[src/rtl/fifo_pkg.sv]
// Shared definitions for the FIFO burst reader: reader FSM encoding and
// default sizing that must agree with the upstream FIFO instance.
package fifo_pkg;

    localparam int DEFAULT_WIDTH      = 32;
    localparam int DEFAULT_BURST_LEN  = 8;
    localparam int DEFAULT_TIMEOUT    = 64;
    localparam int DEFAULT_FIFO_DEPTH = 32;

    typedef enum logic [1:0] {
        ST_IDLE  = 2'd0,
        ST_BURST = 2'd1,
        ST_FLUSH = 2'd2,
        ST_DRAIN = 2'd3
    } rd_state_e;

endpackage

[src/rtl/fifo_burst_reader_if.sv]
// Handshake bundle between the upstream FIFO, the burst reader and the
// downstream consumer. The reader uses the master view.
interface fifo_burst_reader_if
    import fifo_pkg::*;
#(
    parameter int WIDTH = DEFAULT_WIDTH
);

    logic [WIDTH-1:0] fifo_data;
    logic             fifo_val;
    logic             fifo_almost_empty;
    logic             fifo_rdy;
    logic [WIDTH-1:0] out_data;
    logic             out_val;
    logic             out_last;
    logic             out_rdy;

    modport master (
        input  fifo_data, fifo_val, fifo_almost_empty, out_rdy,
        output fifo_rdy, out_data, out_val, out_last
    );

    modport slave (
        output fifo_data, fifo_val, fifo_almost_empty, out_rdy,
        input  fifo_rdy, out_data, out_val, out_last
    );

endinterface

[src/rtl/fifo_burst_reader.sv]
// Pops words from a FIFO in fixed-length bursts, or in a short flush burst
// once the FIFO has sat non-empty but below the burst threshold for too long.
module fifo_burst_reader
    import fifo_pkg::*;
#(
    parameter int WIDTH     = DEFAULT_WIDTH,
    parameter int BURST_LEN = DEFAULT_BURST_LEN,
    parameter int TIMEOUT   = DEFAULT_TIMEOUT
) (
    input  logic                clk,
    input  logic                reset,
    fifo_burst_reader_if.master bus,
    output logic                busy
);

    localparam int IDX_W = $clog2(BURST_LEN);
    localparam int POP_W = IDX_W + 1;
    localparam int CNT_W = $clog2(TIMEOUT) + 1;

    localparam logic [IDX_W-1:0] LAST_IDX = IDX_W'(BURST_LEN - 1);
    localparam logic [POP_W-1:0] POP_MAX  = POP_W'(BURST_LEN);
    localparam logic [CNT_W-1:0] CNT_FIRE = CNT_W'(TIMEOUT - 1);
    localparam logic [CNT_W-1:0] CNT_SAT  = {CNT_W{1'b1}};

    rd_state_e        state_q, state_d;
    logic [WIDTH-1:0] pend_data_q, pend_data_d;
    logic [IDX_W-1:0] pend_idx_q, pend_idx_d;
    logic             pend_val_q, pend_val_d;
    logic [WIDTH-1:0] out_data_q, out_data_d;
    logic             out_last_q, out_last_d;
    logic             out_val_q, out_val_d;
    logic [POP_W-1:0] pops_q, pops_d;
    logic [CNT_W-1:0] idle_cnt_q, idle_cnt_d;
    logic             busy_q, busy_d;

    logic active_s;
    logic out_free_s;
    logic pend_last_s;
    logic flush_dry_s;
    logic pop_s;
    logic out_load_s;
    logic load_last_s;

    assign active_s    = (state_q == ST_BURST) || (state_q == ST_FLUSH);
    assign out_free_s  = !out_val_q || bus.out_rdy;
    assign pend_last_s = pend_val_q && (pend_idx_q == LAST_IDX);
    assign flush_dry_s = (state_q == ST_FLUSH) && !bus.fifo_val;

    // PEND may refill only when it is empty or is handing its word to OUT this cycle.
    assign bus.fifo_rdy = active_s && (pops_q < POP_MAX) && (!pend_val_q || out_free_s);
    assign pop_s        = bus.fifo_val && bus.fifo_rdy;
    assign out_load_s   = pend_val_q && out_free_s && (pend_last_s || pop_s || flush_dry_s);
    // A word that moves without a successor being popped is the burst's final word.
    assign load_last_s  = pend_last_s || !pop_s;

    assign bus.out_data = out_data_q;
    assign bus.out_val  = out_val_q;
    assign bus.out_last = out_last_q;
    assign busy         = busy_q;

    // Next-state computation for the FSM, the PEND/OUT stages and the counters.
    always_comb begin
        state_d     = state_q;
        pend_data_d = pend_data_q;
        pend_idx_d  = pend_idx_q;
        pend_val_d  = pend_val_q;
        out_data_d  = out_data_q;
        out_last_d  = out_last_q;
        out_val_d   = out_val_q;
        pops_d      = pops_q;
        idle_cnt_d  = idle_cnt_q;

        if (pop_s) begin
            pend_data_d = bus.fifo_data;
            pend_idx_d  = pops_q[IDX_W-1:0];
            pend_val_d  = 1'b1;
            pops_d      = pops_q + POP_W'(1);
        end else if (out_load_s) begin
            pend_val_d  = 1'b0;
        end else begin
            pend_val_d  = pend_val_q;
        end

        if (out_load_s) begin
            out_data_d = pend_data_q;
            out_last_d = load_last_s;
            out_val_d  = 1'b1;
        end else if (out_val_q && bus.out_rdy) begin
            out_last_d = 1'b0;
            out_val_d  = 1'b0;
        end else begin
            out_val_d  = out_val_q;
        end

        case (state_q)
            ST_IDLE: begin
                if (bus.fifo_val && !bus.fifo_almost_empty) begin
                    state_d    = ST_BURST;
                    idle_cnt_d = '0;
                    pops_d     = '0;
                end else if (bus.fifo_val && (idle_cnt_q >= CNT_FIRE)) begin
                    state_d    = ST_FLUSH;
                    idle_cnt_d = '0;
                    pops_d     = '0;
                end else if (bus.fifo_val) begin
                    idle_cnt_d = (idle_cnt_q == CNT_SAT) ? idle_cnt_q : idle_cnt_q + CNT_W'(1);
                end else begin
                    idle_cnt_d = '0;
                end
            end
            ST_BURST, ST_FLUSH: begin
                if (out_load_s && load_last_s) begin
                    state_d = ST_DRAIN;
                end else if (flush_dry_s && (pops_q == '0)) begin
                    // FIFO emptied before the first pop: nothing to emit, give up cleanly.
                    state_d = ST_IDLE;
                end else begin
                    state_d = state_q;
                end
            end
            ST_DRAIN: begin
                if (out_val_q && bus.out_rdy) begin
                    state_d    = ST_IDLE;
                    idle_cnt_d = '0;
                end else begin
                    state_d    = ST_DRAIN;
                end
            end
            default: begin
                state_d = ST_IDLE;
            end
        endcase

        busy_d = (state_d != ST_IDLE);
    end

    // State and datapath registers; reset empties both stages and returns to IDLE.
    always_ff @(posedge clk or negedge reset) begin
        if (!reset) begin
            state_q     <= ST_IDLE;
            pend_data_q <= '0;
            pend_idx_q  <= '0;
            pend_val_q  <= 1'b0;
            out_data_q  <= '0;
            out_last_q  <= 1'b0;
            out_val_q   <= 1'b0;
            pops_q      <= '0;
            idle_cnt_q  <= '0;
            busy_q      <= 1'b0;
        end else begin
            state_q     <= state_d;
            pend_data_q <= pend_data_d;
            pend_idx_q  <= pend_idx_d;
            pend_val_q  <= pend_val_d;
            out_data_q  <= out_data_d;
            out_last_q  <= out_last_d;
            out_val_q   <= out_val_d;
            pops_q      <= pops_d;
            idle_cnt_q  <= idle_cnt_d;
            busy_q      <= busy_d;
        end
    end

endmodule

[src/flat_wrapper.sv]
// flat-port wrapper written by rule: the top's interface ports become plain ports
module fifo_burst_reader_flat import fifo_pkg::*;
#(
    parameter int WIDTH     = DEFAULT_WIDTH,
    parameter int BURST_LEN = DEFAULT_BURST_LEN,
    parameter int TIMEOUT   = DEFAULT_TIMEOUT
)
  (clk, reset, busy, bus_fifo_data, bus_fifo_val, bus_fifo_almost_empty, bus_out_rdy, bus_fifo_rdy, bus_out_data, bus_out_val, bus_out_last);
  fifo_burst_reader_if #(.WIDTH(WIDTH)) bus_i ();
  input  logic clk;
  input  logic reset;
  output logic busy;
  input wire logic [$bits(bus_i.fifo_data)-1:0] bus_fifo_data;
  input wire logic [$bits(bus_i.fifo_val)-1:0] bus_fifo_val;
  input wire logic [$bits(bus_i.fifo_almost_empty)-1:0] bus_fifo_almost_empty;
  input wire logic [$bits(bus_i.out_rdy)-1:0] bus_out_rdy;
  output wire logic [$bits(bus_i.fifo_rdy)-1:0] bus_fifo_rdy;
  output wire logic [$bits(bus_i.out_data)-1:0] bus_out_data;
  output wire logic [$bits(bus_i.out_val)-1:0] bus_out_val;
  output wire logic [$bits(bus_i.out_last)-1:0] bus_out_last;
  assign bus_i.fifo_data = bus_fifo_data;
  assign bus_i.fifo_val = bus_fifo_val;
  assign bus_i.fifo_almost_empty = bus_fifo_almost_empty;
  assign bus_i.out_rdy = bus_out_rdy;
  assign bus_fifo_rdy = bus_i.fifo_rdy;
  assign bus_out_data = bus_i.out_data;
  assign bus_out_val = bus_i.out_val;
  assign bus_out_last = bus_i.out_last;
  fifo_burst_reader #(.WIDTH(WIDTH), .BURST_LEN(BURST_LEN), .TIMEOUT(TIMEOUT)) u_core (.clk(clk), .reset(reset), .bus(bus_i), .busy(busy));
endmodule
[config.mk]
export PLATFORM = sky130hd
export DESIGN_NAME = fifo_burst_reader_flat
export DESIGN_NICKNAME = d
export VERILOG_FILES = /design/src/rtl/fifo_pkg.sv /design/src/rtl/fifo_burst_reader_if.sv /design/src/rtl/fifo_burst_reader.sv /design/src/flat_wrapper.sv
export SDC_FILE = /design/constraint.sdc
export NUM_CORES = 1
export LEC_CHECK = 0
export CAP_MARGIN = 20
export CORE_ASPECT_RATIO = 0.9
export CORE_MARGIN = 4
export CORE_UTILIZATION = 45
export DETAILED_ROUTE_END_ITERATION = 8
export PLACE_DENSITY_LB_ADDON = 0.25
export SETUP_SLACK_MARGIN = 0.02
export SLEW_MARGIN = 15
export SYNTH_ARGS = -nofsm -noshare
export SYNTH_HDL_FRONTEND = slang
export SYNTH_SLANG_ARGS = --single-unit
[constraint.sdc]
create_clock -name clk -period 5.4 [get_ports clk]
set_input_delay 0.81 -clock clk [delete_from_list [all_inputs] [get_ports clk]]
set_output_delay 0.81 -clock clk [all_outputs]
set_load 0.005 [all_outputs]
==> results of run 1 <==
## routing by layer
metal	vias to the layer above	track usage (%)	routed length, um
met5	-	0	0
met4	0	4.38	69
met3	7	6.22	485
met2	57	21.7	3000
met1	1063	19.8	2890
li1	1030	-	-
## flip-flops by register name, indices dropped and copies added, names as in the netlist
signal               count
u_core.busy              1
u_core.pend_data_q      32
u_core.bus.out_val       1
u_core.state_q           2
u_core.pend_val_q        1
u_core.pend_idx_q        3
u_core.bus.out_last      1
u_core.idle_cnt_q        7
u_core.pops_q            4
u_core.bus.out_data     32
## power by group
part / leakage (uW) / switching [uW] / internal (uW)
Combinational: 0.000833 / 340 / 590
Clock: 0.0000897 / 218 / 181
Sequential: 0.00102 / 167 / 929
Total: 0.00194 / 725 / 1700
## worst max-delay path, cell delays in order
cell	delay [ps]
clkdlybuf4s50_1	500
nand3b_1	160
nor3b_1	300
clkdlybuf4s50_1	560
## cell type report
type,instances,share of cell area [%]
inverters,9,0.753
flip-flops and latches,84,46.8
repair buffers,74,17.2
well taps,96,2.68
clock buffers,11,3.15
multi-input cells,143,28.6
clock inverters,5,0.781
## synth_stat cells
library cell and count:
and3_1 3, nor2b_1 1, and3b_1 1, o21ai_0 5, buf_6 3, nand4_1 2, a41oi_1 1, inv_1 9
mux2_2 40, nor3b_1 1, nor2_1 8, ha_1 6, a21o_1 3, a221oi_1 1, nor3_1 1, a2111oi_0 2
a31oi_1 4, a311oi_1 1, nor4b_1 1, xor2_1 2, nand3_1 5, o211ai_1 1, mux2_1 28, a211oi_1 3
nand3b_1 2, nor4_2 1, a221o_1 1, and2_1 2, nand2b_1 3, dfrtp_1 84, buf_2 5, a31o_2 1
a21oi_1 3, o21ai_4 1, xnor2_1 1, a32o_1 1, nand2_1 7
## how the worst min path moves through the flow
stage | start | to | slack [ps]
after floorplan | u_core.pend_data_q[10] | u_core.bus.out_data[10] | 450
after global placement | u_core.pend_data_q[6] | u_core.bus.out_data[6] | 460
after detailed placement | u_core.pend_data_q[14] | u_core.bus.out_data[14] | 470
after CTS | u_core.pend_data_q[6] | u_core.bus.out_data[6] | 490
after global routing | reset | u_core.idle_cnt_q[3] | 320
final | reset | u_core.idle_cnt_q[3] | 320
## stage by stage
stage / worst slack, ps / hold WS (ps) / area, sq um / power [uW]
2_1_floorplan: 3300 / 454 / 3480 / 1610
3_3_place_gp: 1770 / 459 / 4260 / 2010
3_5_place_dp: 1750 / 470 / 4260 / 2030
4_1_cts: 2130 / 488 / 4430 / 2440
5_1_grt: 2150 / 316 / 4490 / 2610
6_report: 2260 / 322 / 4490 / 2420
## cells by family after synthesis
| family | after synthesis | share of synthesized area, % |
|---|---|---|
| simple gates | 38 | 5.98 |
| flops | 84 | 60.5 |
| xor+xnor | 3 | 0.756 |
| fa+ha+maj | 6 | 2.16 |
| buf+inv | 17 | 2.66 |
| mux | 68 | 22.0 |
| compound gates | 28 | 5.94 |
## placed cells by master (no fill, tap or decap), drive strengths merged, types with 2 or more instances in the layout
cell,n
clkinv,3
nand4,2
ha,6
a31oi,4
a2111oi,2
nand2,7
clkbuf,11
and2,2
dfrtp,84
a21oi,3
a21o,3
xor2,2
nor2,8
nand3b,2
nand3,5
buf,3
nand2b,3
a211oi,3
o21ai,6
clkdlybuf4s50,71
mux2,68
inv,10
and3,3
==> flow_summary_export.csv, run 1 <==
group,metric,value,unit
final_layout,drive_above_1_share,19.0,%
floorplanning,row_count,30,
clocking,cts_buffers,9,
final_layout,diodes,0,
global_route,grt_antenna_before_repair,0,
synth,ys_types,37,
final_layout,seq_area,0.00210,sq mm
sta,hold_viol_final,0,
sta,rsz0062_at_grt,"false",
place,hpwlAfterDp,4300,um
critical_path,crit_arrival,2330,ps
place,dp.cells,404,
critical_path,cp.required,4590,ps
synth,synth_warnings,0,
clocking,cts_resized,0,
floorplanning,ios,73,
synth,syn_area_per_cell,14.2,sq um
drt,ant_nets,0,
synth,syn_nets,287,
critical_path,reg2reg_slack,2460,ps
final_layout,fill_cells,602,
synth,synth_top_area_cell,"dfrtp_1",
synth,netlist_area,0.00348,sq mm
critical_path,crit_fanout,4,
critical_path,reg2reg_depth,7,
sta,fin_setup_tns,0,ps
sta,fin_crit,3140,ps
floorplanning,die_h,91.4,um
synth,synth_seq_area_share,60.5,%
global_route,grt_max_degree,85,
clocking,cts_tree,"done",
drt,routedWlPerCell,15.3,um
synth,synth_area_leaders,"dfrtp_1 (60%), mux2_2 (13%), mux2_1 (9.1%), ha_1 (2.2%), inv_1 (0.97%)",
sta,min_period_over_period,58.2,%
final_layout,multi_input_area,0.00128,sq mm
place,place_congestion,0.753,
clocking,post-cts-setup-buffers,0,
clocking,clock-root-buffer,"clkbuf_8",
critical_path,cp-start-kind,"input pin",
flow_run,cap_violations,0,
critical_path,setup.worst_path.start,"bus_out_rdy",
critical_path,reg2reg_from,"u_core.state_q[1]",
clocking,holdBufCountCts,0,
drt,drtIter0Drc,70,
global_route,grt_pass1_wl,10700,um
sta,finalSetupViolCount,0,
drt,wirelength,6440,um
clocking,clk_pin_slew,80,ps
synth,synth_top_area_share,60.5,%
final_layout,area_growth,29.1,%
synth,synth-seq-cells,84,
pwr,powerDensity,540,mW/mm^2
critical_path,rr_endpoint,"u_core.bus.out_data[21]",
global_route,grt_pass1_vias,2216,
pwr,ir_worst_vdd,0.000286,V
clocking,clock_latency,350,ps
sta,tightest_slew,986,ps
floorplanning,start_util,46.1,%
pwr,cellLeakagePower,0.00194,uW
final_layout,final_util,59.5,%
synth,netlist_instances,244,
sta,slew_violations,0,
sta,fmax,318,MHz
global_route,grt_usage,14.7,%
place,portBuffers,72,
critical_path,cp-end-kind,"output pin",
hold_path,hold_path.class,"in -> async",
floorplanning,dieArea,0.00920,sq mm
final_layout,final_nets,364,
drt,vias_per_cell,5.11,
final_layout,stdcell_count,422,
sta,skew,7.79,ps
floorplanning,core,0.00754,sq mm
critical_path,setup.worst_path.class,"in -> out",
sta,slew_headroom,34.3,%
clocking,htreeDepth,3,
global_route,gr-total-overflow,0,
drt,num_vias,2157,
drt,firstDrtPassIters,4,
drt,drc,0,
clocking,clock_sinks,84,
floorplanning,dieWidth,101,um
status,status,"complete, no violations",
critical_path,crit_end,"bus_fifo_rdy",
clocking,clk_path_buf_depth,2,
No activity file was read; power rests on OpenSTA's default activity.
==> run 2, diff against run 1 <==
- clock period: 5.4 -> 3 ns (I/O delays scaled with it)
==> run 2 against run 1 <==
Die area is the same; global-route usage grew 0.29 points; total power grew 86%; first-iteration DRC count shrank 39%; hold slack lost 260 ps; combinational power grew 83%; register-to-register slack lost 1800 ps; critical path depth grew 1; clock skew grew 1.8 ps; core utilization grew 0.78 points; cell area grew 1.3%; worst setup slack lost 1800 ps.
==> flow_summary_export.csv, run 2 (synthesis gave the netlist of run 1 again) <==
group,metric,value,unit
hold_path,hold_path.class,"in -> async",
floorplanning,die_h,91.4,um
sta,whs,63.7,ps
clocking,post-cts-setup-buffers,0,
critical_path,setup.worst_path.start,"u_core.state_q[1]",
pwr,intPower,3240,uW
pwr,p_seq_share,43.2,%
floorplanning,dieWidth,101,um
clocking,clock-root-buffer,"clkbuf_8",
sta,fmax,391,MHz
sta,finalSetupViolCount,0,
sta,min_period_over_period,85.2,%
critical_path,rr_endpoint,"u_core.bus.out_data[1]",
clocking,clk_path_buf_depth,2,
drt,vias_per_cell,5.14,
place,portBuffers,72,
clocking,htreeDepth,3,
pwr,powerDensity,994,mW/mm^2
clocking,cts_buffers,9,
critical_path,crit_arrival,2110,ps
drt,num_vias,2176,
critical_path,reg2reg_slack,690,ps
final_layout,final_nets,366,
floorplanning,row_count,30,
drt,wirelength,6320,um
critical_path,crit_end,"bus_fifo_rdy",
global_route,grt_max_degree,85,
floorplanning,dieArea,0.00920,sq mm
status,status,"complete, no violations",
clocking,clk_pin_slew,80,ps
critical_path,reg2reg_depth,7,
sta,rsz0062_at_grt,"false",
pwr,switchingPower,1280,uW
drt,drc,0,
drt,drtIter0Drc,43,
final_layout,final_cell_area,0.00455,sq mm
sta,slew_violations,0,
clocking,clock_sinks,84,
clocking,cts_tree,"done",
drt,firstDrtPassIters,4,
critical_path,reg2reg_from,"u_core.state_q[1]",
critical_path,cp.required,2550,ps
flow_run,cap_violations,0,
floorplanning,ios,73,
pwr,cellLeakagePower,0.00197,uW
clocking,clock_latency,340,ps
global_route,gr-total-overflow,0,
place,hpwlAfterDp,4340,um
sta,setup_slack,443,ps
pwr,p_sw_share,28.4,%
sta,tightest_slew,611,ps
clocking,cts_resized,0,
final_layout,diodes,0,
global_route,grt_pass1_vias,2272,
critical_path,cp-start-kind,"flop",
global_route,grt_antenna_before_repair,0,
global_route,grt_pass1_wl,11000,um
sta,slew_headroom,58.9,%
place,place_congestion,0.785,
pwr,clockPowerShare,19.1,%
floorplanning,start_util,46.1,%
clocking,holdBufCountCts,0,
final_layout,layout_common_cells,"dfrtp_1 (84), clkdlybuf4s50_1 (71), mux2_2 (40)",
critical_path,crit_fanout,4,
sta,fin_setup_tns,0,ps
critical_path,cp-end-kind,"output pin",
drt,ant_nets,0,
sta,skew,9.57,ps
final_layout,area_growth,30.8,%
pwr,ir_worst_vdd,0.000443,V
critical_path,setup.worst_path.class,"reg -> out",
place,dp_slack,588,ps
final_layout,mostFrequentLayoutCell,"dfrtp_1",
sta,fin_crit,2560,ps
pwr,p_comb_share,37.7,%
floorplanning,core,0.00754,sq mm
final_layout,drive_above_1_share,19.3,%
place,placed_cell_area,0.00430,sq mm
global_route,grt_usage,15.0,%
drt,routedWlPerCell,14.9,um
sta,hold_viol_final,0,
run 2: cell count changes in the layout (fill, tap and decap cells not counted), sizes merged:
cell,delta
bufinv,+2
clkinv,-1
inv,-1
buf,+2
clkinvlp,-1
run 2: worst min-delay path by stage:
| stage | end | slack, ps | cells after the start |
|---|---|---|---|
| after global routing | u_core.state_q[1] | 90 | 1 |
| after detailed placement | u_core.bus.out_data[24] | 470 | 1 |
| after floorplan | u_core.bus.out_data[0] | 150 | 0 |
| after CTS | u_core.state_q[0] | 320 | 1 |
| final | u_core.state_q[1] | 60 | 1 |
| after global placement | u_core.bus.out_data[24] | 460 | 1 |
run 2: per-stage QoR:
step / instances / utilization (%) / power [uW]
after CTS: 422 / 59.9 / 4600
final: 423 / 60.3 / 4520
after detailed placement: 407 / 57.0 / 3720
after floorplan: 244 / - / 2900
after global placement: 407 / 57.0 / 3650
after global routing: 423 / 60.3 / 4860
run 2: metal layers:
layer	vias up	global-route usage [%]	wire length, um
met3	7	7.07	545
met1	1080	18.8	2750
met5	-	0	0
met2	56	23.1	2960
met4	0	4.60	59
li1	1033	-	-
run 2: layout make-up:
type                            count  area (sq um)
Clock buffer                       11           141
Fill cell                         610          3000
Tap cell                           96           120
Clock inverter                      4          73.8
Inverter                            9          33.8
Timing Repair Buffer               76           793
Multi-Input combinational cell    143          1280
Sequential cell                    84          2100
run 2: power groups by stage:
stage	sequential [uW]	combinational (uW)	clock [uW]
floorplan	1940	966	0
global placement	1960	1690	0
detailed placement	1980	1740	0
CTS	1970	1740	897
global route	2030	1870	949
finish	1950	1700	863
run 2: worst max-delay path, stage by stage, from the launching register on:
cell and delay (ps):
dfrtp_1 410, inv_1 100, ha_1 340, inv_1 80
nor3b_1 280, clkdlybuf4s50_1 560
==> run 3, diff against run 2 <==
- CORE_UTILIZATION: 45 -> 33
==> run 3 against run 2 <==
Cell count grew 7.6%; fmax increased by 3.7%; total power rose by 8.6%; critical path depth is the same; combinational power about the same; first-iteration DRC count grew 81%; cell area increased by 2.7%; highest routed layer unchanged.
==> flow_summary_export.csv, run 3 (synthesis gave the netlist of run 1 again) <==
group,metric,value,unit
floorplanning,ios,73,
sta,fin_setup_tns,0,ps
drt,drtIter0Drc,78,
clocking,clk_pin_slew,60,ps
pwr,powerDensity,1050,mW/mm^2
drt,drc,0,
global_route,grt_max_degree,85,
final_layout,diodes,0,
drt,routedWlPerCell,15.1,um
global_route,grt_usage,12.5,%
critical_path,worstPathCellList,"inv_1 -> ha_1 -> inv_1 -> nor3b_1 -> clkdlybuf4s50_1",
pwr,cellLeakagePower,0.00201,uW
drt,wirelength,6890,um
critical_path,crit_top_cell,"inv_1",
sta,slew_violations,0,
critical_path,cp.required,2550,ps
global_route,grt_antenna_before_repair,0,
clocking,post-cts-setup-buffers,0,
clocking,htreeDepth,3,
sta,hold_viol_final,0,
sta,slew_headroom,47.2,%
drt,vias_per_cell,4.88,
sta,fmax,406,MHz
floorplanning,start_util,33.9,%
global_route,gr-total-overflow,0,
status,status,"complete, no violations",
clocking,cts_resized,0,
final_layout,final_util,45.6,%
global_route,grt_pass1_wl,11900,um
sta,min_period_over_period,82.1,%
floorplanning,dieWidth,116,um
sta,whs,126,ps
hold_path,hold_path.class,"in -> async",
floorplanning,core,0.0102,sq mm
pwr,ir_worst_vdd,0.000467,V
sta,finalSetupViolCount,0,
clocking,clock-root-buffer,"clkbuf_16",
drt,firstDrtPassIters,4,
place,portBuffers,72,
critical_path,cp-end-kind,"output pin",
global_route,grt_pass1_vias,2378,
critical_path,cp-start-kind,"flop",
clocking,cts_buffers,9,
clocking,clk_path_buf_depth,2,
clocking,holdBufCountCts,0,
final_layout,drive_above_1_share,19.3,%
clocking,cts_tree,"done",
drt,num_vias,2222,
floorplanning,row_count,35,
critical_path,setup.worst_path.class,"reg -> out",
flow_run,cap_violations,0,
final_layout,area_growth,34.3,%
critical_path,max_stage_delay,540,ps
critical_path,crit_fanout,4,
sta,fin_crit,2460,ps
sta,skew,4.79,ps
final_layout,layout_common_cells,"dfrtp_1 (84), clkdlybuf4s50_1 (71), mux2_2 (40)",
floorplanning,dieArea,0.0122,sq mm
critical_path,crit_arrival,2010,ps
sta,tightest_slew,791,ps
place,place_congestion,0.796,
critical_path,critPathSlowestCell,"clkdlybuf4s50_1",
clocking,clock_sinks,84,
sta,rsz0062_at_grt,"false",
final_layout,final_nets,366,
floorplanning,die_h,105,um
drt,ant_nets,0,
clocking,clock_latency,330,ps
place,hpwlAfterDp,4630,um
final_layout,mostFrequentLayoutCell,"dfrtp_1",
## run 3: changes by cell type in the layout (fill, tap and decap cells not counted), moves of 2 or more
cell / before / now
buf_4: 2 / 4
clkbuf_16: 0 / 9
clkbuf_8: 10 / 1
buf_12: 2 / 0
## run 3: area by class of cell
| cell class | instances | area [sq um] |
|---|---|---|
| Clock buffer | 10 | 239 |
| Clock inverter | 4 | 98.8 |
| Fill cell | 950 | 5580 |
| Inverter | 9 | 33.8 |
| Multi-Input combinational cell | 143 | 1280 |
| Sequential cell | 84 | 2100 |
| Tap cell | 129 | 161 |
| Timing Repair Buffer | 76 | 752 |
## run 3: layer usage
layer  up-vias  wire (um)  GRT usage, %
met1      1126       3070          16.3
met5         -          0             0
met4         0         99          3.98
met3         7        459          5.63
li1       1037          -             -
met2        52       3260          18.6
## run 3: stage by stage
step	cells	cell area [sq um]	setup WS [ps]	total power [uW]
finish	455	4670	536	4910
global route	455	4670	337	5250
CTS	455	4670	506	5000
detailed placement	441	4330	637	3710
global placement	441	4330	644	3650
floorplan	244	3480	938	2900
## run 3: power by group
| group | internal, uW | switching, uW |
|---|---|---|
| Combinational | 1050 | 633 |
| Sequential | 1670 | 283 |
| Clock | 828 | 433 |
| Total | 3560 | 1350 |
## run 3: worst paths after layout
check	startpoint	to	slack, ps	cells after the start
worst max-delay path	u_core.state_q[1]	bus_fifo_rdy	540	5
worst min-delay path	reset	u_core.bus.out_data[13]	130	1
worst max register to register	u_core.state_q[1]	u_core.bus.out_data[3]	800	7
worst min register to register	u_core.pend_data_q[26]	u_core.bus.out_data[26]	480	1
max in group asynchronous	reset	u_core.pops_q[1]	2280	1
min in group clk	u_core.pend_data_q[26]	u_core.bus.out_data[26]	480	1
## run 3: worst max-delay path: cells and delay by family, from the launching register on
family	cells	cell delay, ps
buffers and inverters	3	720
adder cells (fa/ha/maj)	1	340
AND/OR/NAND/NOR	1	220
flip-flops	1	410
